<file path="config.mk">
export PLATFORM = sky130hd
export DESIGN_NAME = card_dealer
export DESIGN_NICKNAME = d
export VERILOG_FILES = /design/src/rtl/blackjack_pkg.sv /design/src/rtl/card_decode.sv /design/src/rtl/card_dealer.sv
export SDC_FILE = /design/constraint.sdc
export NUM_CORES = 1
export LEC_CHECK = 0
export CAP_MARGIN = 20
export CORE_ASPECT_RATIO = 1.5
export CORE_MARGIN = 1
export CORE_UTILIZATION = 63
export CTS_CLUSTER_SIZE = 28
export DETAILED_ROUTE_END_ITERATION = 16
export PLACE_DENSITY = 0.85
export SLEW_MARGIN = 30
export SYNTH_ARGS = -nofsm -noshare
export SYNTH_HDL_FRONTEND = slang
export SYNTH_SLANG_ARGS = --single-unit
export TNS_END_PERCENT = 30
</file>
<file path="constraint.sdc">
create_clock -name clk -period 4.6 [get_ports clk]
set_input_delay 1.38 -clock clk [delete_from_list [all_inputs] [get_ports clk]]
set_output_delay 1.38 -clock clk [all_outputs]
set_load 0.05 [all_outputs]
</file>
<file path="src/rtl/blackjack_pkg.sv">
// Shared constants and state encoding for the blackjack game blocks.
// The deck is indexed 0..51 as suit*13 + (rank-1).
package blackjack_pkg;

  localparam int          DECK_SIZE  = 52;
  localparam int          RANKS      = 13;
  localparam logic [7:0]  ACE_VALUE  = 8'd11;
  localparam logic [7:0]  FACE_VALUE = 8'd10;
  localparam logic [15:0] LFSR_TAPS  = 16'hB400;

  typedef enum logic {
    ST_IDLE  = 1'b0,
    ST_PROBE = 1'b1
  } dealer_state_t;

endpackage

</file>
<file path="src/rtl/card_decode.sv">
// Combinational card decoder: deck index -> suit, rank and blackjack point value.
// Shared with the game controller's display path.
module card_decode
  import blackjack_pkg::*;
(
  input  logic [5:0] idx,
  output logic [1:0] suit,
  output logic [3:0] rank,
  output logic [7:0] value
);

  localparam logic [5:0] R1 = 6'(RANKS);
  localparam logic [5:0] R2 = 6'(2 * RANKS);
  localparam logic [5:0] R3 = 6'(3 * RANKS);

  logic [5:0] base;

  // Comparator chain instead of a divide-by-13.
  always_comb begin
    suit = 2'd0;
    base = 6'd0;
    if (idx >= R3) begin
      suit = 2'd3;
      base = R3;
    end else if (idx >= R2) begin
      suit = 2'd2;
      base = R2;
    end else if (idx >= R1) begin
      suit = 2'd1;
      base = R1;
    end
    rank = 4'(idx - base) + 4'd1;
    if (rank == 4'd1) begin
      value = ACE_VALUE;
    end else if (rank >= 4'd11) begin
      value = FACE_VALUE;
    end else begin
      value = {4'd0, rank};
    end
  end

endmodule

</file>
<file path="src/rtl/card_dealer.sv">
// Single-deck card source: deals one undealt card per request, picked by a
// free-running LFSR and linear probing over the used-card mask.
module card_dealer
  import blackjack_pkg::*;
#(
  parameter logic [15:0] SEED = 16'hACE1
) (
  input  logic       clk,
  input  logic       rst,
  input  logic       req,
  input  logic       shuffle,
  output logic       busy,
  output logic       card_valid,
  output logic [5:0] card_index,
  output logic [3:0] card_rank,
  output logic [1:0] card_suit,
  output logic [7:0] card_value,
  output logic [5:0] dealt_count,
  output logic       deck_empty,
  output logic       deal_err
);

  localparam logic [5:0] DECK_N    = 6'(DECK_SIZE);
  localparam logic [5:0] DECK_LAST = 6'(DECK_SIZE - 1);

  dealer_state_t state, state_nxt;

  logic [15:0]          lfsr;
  logic [5:0]           cand;
  logic [5:0]           idx;
  logic [DECK_SIZE-1:0] used;

  logic load_idx, step_idx, commit, clear, err;

  logic [1:0] dec_suit;
  logic [3:0] dec_rank;
  logic [7:0] dec_value;

  always_ff @(posedge clk or negedge rst) begin
    if (!rst) begin
      lfsr <= SEED;
    end else begin
      lfsr <= {1'b0, lfsr[15:1]} ^ (lfsr[0] ? LFSR_TAPS : 16'h0000);
    end
  end

  // Fold 52..63 back into the deck range; the slight bias is acceptable.
  assign cand = (lfsr[5:0] >= DECK_N) ? (lfsr[5:0] - DECK_N) : lfsr[5:0];

  always_ff @(posedge clk or negedge rst) begin
    if (!rst) begin
      state <= ST_IDLE;
    end else begin
      state <= state_nxt;
    end
  end

  always_comb begin
    state_nxt = state;
    load_idx  = 1'b0;
    step_idx  = 1'b0;
    commit    = 1'b0;
    clear     = 1'b0;
    err       = 1'b0;
    unique case (state)
      ST_IDLE: begin
        if (shuffle) begin
          clear = 1'b1;
        end else if (req) begin
          if (deck_empty) begin
            err = 1'b1;
          end else begin
            load_idx  = 1'b1;
            state_nxt = ST_PROBE;
          end
        end
      end
      ST_PROBE: begin
        if (shuffle) begin
          clear     = 1'b1;
          state_nxt = ST_IDLE;
        end else if (!used[idx]) begin
          commit    = 1'b1;
          state_nxt = ST_IDLE;
        end else begin
          step_idx = 1'b1;
        end
      end
      default: state_nxt = ST_IDLE;
    endcase
  end

  card_decode u_decode (
    .idx   (idx),
    .suit  (dec_suit),
    .rank  (dec_rank),
    .value (dec_value)
  );

  always_ff @(posedge clk or negedge rst) begin
    if (!rst) begin
      idx         <= 6'd0;
      used        <= '0;
      dealt_count <= 6'd0;
      card_valid  <= 1'b0;
      deal_err    <= 1'b0;
      card_index  <= 6'd0;
      card_rank   <= 4'd0;
      card_suit   <= 2'd0;
      card_value  <= 8'd0;
    end else begin
      card_valid <= commit;
      deal_err   <= err;
      if (load_idx) begin
        idx <= cand;
      end else if (step_idx) begin
        idx <= (idx == DECK_LAST) ? 6'd0 : idx + 6'd1;
      end
      if (clear) begin
        used        <= '0;
        dealt_count <= 6'd0;
      end else if (commit) begin
        used[idx]   <= 1'b1;
        dealt_count <= dealt_count + 6'd1;
        card_index  <= idx;
        card_rank   <= dec_rank;
        card_suit   <= dec_suit;
        card_value  <= dec_value;
      end
    end
  end

  assign busy       = (state == ST_PROBE);
  assign deck_empty = (dealt_count == DECK_N);

endmodule

</file>
==> results of run 1 <==
power by group through the flow:
stage          Sequential (mW)  Combinational (mW)  Clock (mW)
2_1_floorplan             1.28               0.438           0
3_3_place_gp              1.07               0.911           0
3_5_place_dp              1.08               0.930           0
4_1_cts                   1.06               0.934       0.576
5_1_grt                   1.08               0.989       0.605
6_report                  1.06               0.936       0.573
cells by family after synthesis:
kind of cell,count (synthesis),synth area share (%)
muxes,33,8.82
DFF,99,52.0
xor gates and xnor gates,8,1.46
other,1,0.0784
adders and majority gates,11,3.03
AOI/OAI and AO/OA,110,15.0
buffers and inverters,84,7.74
and+or+nand+nor,108,11.8
cells in the final DEF (no fill, tap or decap), drive strengths merged, types with 3 or more instances in the layout:
master         Yosys  layout
o21ai              7       7
nor3               4       4
xnor2              4       4
a31oi              7       7
nand2b            12      12
and3               3       3
nor2              31      31
a21oi             18      18
mux2              17      17
nand3             10      10
buf               13      10
o22ai             45      45
nand4              5       5
o31ai              6       6
dfrtp             91      91
clkdlybuf4s50      0      27
nor3b              3       3
ha                10      10
xor2               4       4
dfstp              8       8
nand2             23      23
conb               1       4
a22oi              7       7
o221ai             3       3
clkbuf            14      10
nor2b              5       5
inv               57      59
mux2i             11      11
mux4               5       5
flip-flops by register name, summed over array words and instances (netlist names):
signal,count
busy,1
card_index,6
card_rank,4
card_suit,2
card_valid,1
card_value,4
deal_err,1
dealt_count,6
idx,6
lfsr,16
used,52
per-layer routing:
layer	GRT usage, %	vias up	share of wire [%]
met4	18.3	0	4.8
met1	36.2	1759	38
li1	-	1634	-
met2	51.7	165	52
met5	0	-	0
met3	6.38	39	5.0
area by class of cell:
cell class                 count  area, um2  area share (%)
clock buffer                  10        128            2.41
clock inverter                 6       72.6            1.37
inverter                      57        214            4.03
multi-input combinational    274       1940            36.5
sequential                    99       2490            46.9
tap                          100        125            2.36
timing repair buffer          37        343            6.46
worst min path at each step:
stage / startpoint / endpoint / slack, ps
3_5_place_dp: lfsr[8]$_DFF_PN0_ / lfsr[7]$_DFF_PN1_ / 340
5_1_grt: lfsr[8]$_DFF_PN0_ / lfsr[7]$_DFF_PN1_ / 370
3_3_place_gp: lfsr[8]$_DFF_PN0_ / lfsr[7]$_DFF_PN1_ / 340
2_1_floorplan: lfsr[9]$_DFF_PN0_ / lfsr[8]$_DFF_PN0_ / 330
6_report: lfsr[8]$_DFF_PN0_ / lfsr[7]$_DFF_PN1_ / 360
4_1_cts: lfsr[6]$_DFF_PN1_ / lfsr[5]$_DFF_PN1_ / 360
worst max-delay path, stage by stage (launching register included):
cell             delay (ps)
dfrtp_1                 450
inv_1                   120
ha_1                    160
nand4_1                 120
nor2_1                  150
clkdlybuf4s50_1         830
per-stage QoR:
step	hold WS (ps)	utilization [%]	power, mW
2_1_floorplan	331	-	1.72
3_3_place_gp	338	70.2	1.98
3_5_place_dp	339	70.2	2.01
4_1_cts	361	72.9	2.57
5_1_grt	365	72.9	2.67
6_report	359	72.9	2.57
==> flow_summary.toml, run 1 <==
[power_and_ir_drop]
combPwrFrac_pct = 36.4
sw_frac_of_total_pct = 39.9
vdd_ir_drop_max_mv = 0.577
p_per_area_mw_per_mm2 = 484
seq_power_share_pct = 41.3
power.net_switching_mw = 1.03
p_clk_share_pct = 22.3
p_leak_nw = 2.22
p_int_mw = 1.54

[logic_synthesis]
netlist_instances = 454
synthTopCellsByCount = "dfrtp_1 (91), inv_1 (55), o22ai_1 (45)"
synthDistinctLibCells = 58
synth_edf_count = 0
ys_ff_latch = 99
synthTopCellsByArea = "dfrtp_1 (48%), o22ai_1 (5.9%), dfstp_2 (4.4%)"
yosys.area.top_type_share_pct = 47.6
ys_seq_area_share_pct = 52.0
ys_async_sr_fraction_pct = 100
syn_area_per_cell_um2 = 10.5
syn_area_mm2 = 0.00478
synth_area_leader_cell = "dfrtp_1"
synth_ff_type = "dfrtp_1"
yosys_warnings = 0
synth_most_common_cell = "dfrtp_1"

[finish]
area_delta_synth_final_pct = 10.9
diodes = 0
instances_no_fill = 583
nets = 493
nFillCells = 524
fin_area_mm2 = 0.00531
drive_gt1_share_pct = 12.8

[clock_network]
holdBufCountCts = 0
cts_max_level = 3
clk_path_buf_depth = 2
cts_setup_buffers = 0
cts_tree = "done"
cts_resized = 0
clock-sinks = 99
cts_buffers = 9
cts.clk_slew.worst_paths_ps = 90
cts_root_buf = "clkbuf_8"
clock_latency_ps = 390

[sta]
finalClockSkew_ps = 6.43
setup_viol = 0
rsz0062_at_grt = "false"
fin_setup_tns_ps = 0
fin_crit_ps = 3590
hold_viol = 0
tightest_slew_ps = 850
relSlewSlack_pct = 43.4
max_freq_mhz = 279
worst_slack_ps = 1010
maxSlewViolCount = 0
period_share_pct = 78.1

[setup_path]
critPathLaunch = "dealt_count[0]$_DFFE_PN0P_"
ff2ff_path_depth = 11
worstPathArrival_ps = 2210
worst_r2r_endpoint = "card_value[0]$_DFFE_PN0P_"
end_kind = "output port"
rrSetupSlack_ps = 1060
cp-endpoint = "deck_empty"
cp.required_ps = 3220
crit_type = "reg2out"
worst_setup_path_start_kind = "flop"
path_max_fanout = 5
worstReg2RegStart = "idx[1]$_DFFE_PN0P_"

[placement]
pre_cts_ws_ps = 1080
dp_cells = 567
place_hpwl_um = 7560
portBuffers = 29
placed_cell_area_mm2 = 0.00511
place_congestion = 0.900

[drt]
wire_per_inst_um = 19.0
post-route-drc-count = 0
wirelength_um = 11100
drt-pass1-iter-count = 5
vias_per_cell = 6.17
drt_iter0_markers = 369
ant_nets = 0
vias = 3597

[grt]
first_global_vias = 3700
grt_util_all_layers_pct = 30.9
grt_max_degree = 64
grt_overflow = 0
grt_first_pass_wirelength_um = 18000
antenna_found_initial = 0

[floorplanning]
fp-row-count = 38
die_w_um = 73.1
start_util_pct = 65.8
die_area_mm2 = 0.00795
ios = 34
die_h_um = 109
coreArea_mm2 = 0.00727

[min_path]
holdPathStages = 0
hold_path.class = "reg2reg"

[job]
maxCapViolCount = 0

[status]
status = "completed"
Note: power is estimated with default switching activity, not from simulation.
==> run 2, diff against run 1 <==
--- a/config.mk
+++ b/config.mk
@@ -8,10 +8,10 @@
 export CAP_MARGIN = 20
 export CORE_ASPECT_RATIO = 1.5
 export CORE_MARGIN = 1
-export CORE_UTILIZATION = 63
+export CORE_UTILIZATION = 53
 export CTS_CLUSTER_SIZE = 28
 export DETAILED_ROUTE_END_ITERATION = 16
-export PLACE_DENSITY = 0.85
+export PLACE_DENSITY = 0.76
 export SLEW_MARGIN = 30
 export SYNTH_ARGS = -nofsm -noshare
 export SYNTH_HDL_FRONTEND = slang
==> constraint.sdc (replaced) <==
create_clock -name clk -period 3.2 [get_ports clk]
set_input_delay 0.96 -clock clk [delete_from_list [all_inputs] [get_ports clk]]
set_output_delay 0.96 -clock clk [all_outputs]
set_load 0.05 [all_outputs]
==> run 2 against run 1 <==
Final area up 4.4%. Register-to-register slack worse by 840 ps. Clock skew is 1.9 ps lower. First-iteration DRC count up 0.81%. Critical path depth is 4 higher. Global-route usage fell by 4.3 points. Worst hold slack lost 2.0 ps. Routed wire length up 2.7%. Largest power group is now combinational cells.
==> flow_summary.toml, run 2 (same netlist as run 1, synthesis figures left out) <==
[status]
status = "completed"

[power_and_ir_drop]
vdd_ir_drop_max_mv = 0.617
p_per_area_mw_per_mm2 = 727
p_leak_nw = 2.36

[setup_path]
cp-endpoint = "used[38]$_DFFE_PN0P_"
worstPathArrival_ps = 3240
critPathLaunch = "idx[1]$_DFFE_PN0P_"
crit_type = "reg2reg"
worst_setup_path_start_kind = "flop"
worst_r2r_endpoint = "used[38]$_DFFE_PN0P_"
rrSetupSlack_ps = 220
worstReg2RegStart = "idx[1]$_DFFE_PN0P_"
end_kind = "flop"
path_max_fanout = 21
cp.required_ps = 3460
ff2ff_path_depth = 9

[grt]
met2_usage_pct = 43.2
grt_util_all_layers_pct = 26.5
first_global_vias = 3830
grt_first_pass_wirelength_um = 18900
grt_busiest_layer = "met2"
global_route.usage.met1_pct = 31.8
grt_overflow = 0
grt_max_degree = 45
grt_use_met3_pct = 4.25
antenna_found_initial = 0

[drt]
post-route-drc-count = 0
ant_nets = 0
wire_per_inst_um = 18.8
vias = 3683
wirelength_um = 11400
vias_per_cell = 6.08
drt_iter0_markers = 372
drt-pass1-iter-count = 5

[finish]
largest_reg_flops = 52
area_delta_synth_final_pct = 15.9
multiInputGateArea_mm2 = 0.00195
top_register = "used"
drive_gt1_share_pct = 15.7
layout_common_cells = "dfrtp_1 (91), inv_1 (55), o22ai_1 (45), nor2_1 (31), clkdlybuf4s50_1 (26)"
reg.largest.list = "used x52, lfsr x16"
fin_area_mm2 = 0.00554
regArea_mm2 = 0.00249
instances_no_fill = 606
nets = 506
final_common_cell = "dfrtp_1"
diodes = 0
nFillCells = 693

[sta]
max_freq_mhz = 335
maxSlewViolCount = 0
finalClockSkew_ps = 4.50
setup_viol = 0
tightest_slew_ps = 737
rsz0062_at_grt = "false"
fin_setup_tns_ps = 0
fin_crit_ps = 2980
period_share_pct = 93.2
relSlewSlack_pct = 50.6
hold_viol = 0

[clock_network]
cts_max_level = 3
cts.clk_slew.worst_paths_ps = 70
clock-sinks = 99
cts_tree = "done"
clk_path_buf_depth = 2
clock_latency_ps = 360
holdBufCountCts = 0
cts_buffers = 9
cts_root_buf = "clkbuf_16"

[placement]
place_congestion = 0.971
portBuffers = 29
place_hpwl_um = 7800
placed_cell_area_mm2 = 0.00523
dp_cells = 590

[floorplanning]
ios = 34
coreArea_mm2 = 0.00878
die_w_um = 79.6
start_util_pct = 54.5
die_h_um = 118
die_area_mm2 = 0.00942
fp-row-count = 42

[job]
maxCapViolCount = 0

[min_path]
hold_start = "lfsr[7]$_DFF_PN1_"
holdPathStages = 0
hold_path.class = "reg2reg"
run 2: changes by cell type in the layout (fill, tap and decap cells not counted), sizes merged:
cell,before,now
inv,59,64
dlymetal6s2s,0,1
clkinv,2,0
clkinvlp,1,0
clkbuf,10,9
clkdlybuf4s50,27,26
bufinv,1,0
buf,10,23
run 2: power breakdown:
group | switching [mW] | internal [mW] | total (mW)
Sequential | 0.0770 | 1.38 | 1.45
Combinational | 0.955 | 0.530 | 1.48
Clock | 0.534 | 0.558 | 1.09
run 2: cell type report:
class                   count  area share (%)
flip-flops and latches     99            44.9
well taps                 110            2.48
clock buffers               9            4.06
inverters                  57            3.86
repair buffers             50            8.22
multi-input cells         274            35.2
clock inverters             7            1.29
run 2: layer usage:
metal	vias to the layer above	share of wire [%]
li1	1670	-
met1	1852	39
met2	123	51
met3	38	4.8
met4	0	5.2
met5	-	0
run 2: per-stage QoR:
| stage | utilization (%) | total power [mW] | hold WS (ps) | setup slack, ps |
|---|---|---|---|---|
| final | 63.1 | 4.03 | 357 | 219 |
| after global routing | 63.1 | 4.18 | 362 | 26.8 |
| after CTS | 63.0 | 4.02 | 359 | 61.5 |
| after detailed placement | 59.6 | 2.93 | 336 | 197 |
| after global placement | 59.6 | 2.91 | 339 | 375 |
| after floorplan | - | 2.47 | 331 | 225 |
run 2: how the worst min path moves through the flow:
stage	endpoint	slack, ps
CTS	lfsr[6]$_DFF_PN1_	360
floorplan	lfsr[8]$_DFF_PN0_	330
global placement	lfsr[8]$_DFF_PN0_	340
finish	lfsr[6]$_DFF_PN1_	360
detailed placement	lfsr[8]$_DFF_PN0_	340
global route	lfsr[6]$_DFF_PN1_	360
run 2: what timing repair did:
action / CTS / global route
resized for setup: 0 / 3
buffers inserted: 0 / 0
endpoints found under the setup margin: 0 / 5
run 2: critical path, cell delays in order (launching register included):
cell	delay, ps
dfrtp_1	410
buf_4	240
mux4_1	580
o221ai_1	200
a31oi_1	70
a211o_1	300
nor4b_4	260
buf_4	320
nand2_1	240
o31ai_1	260
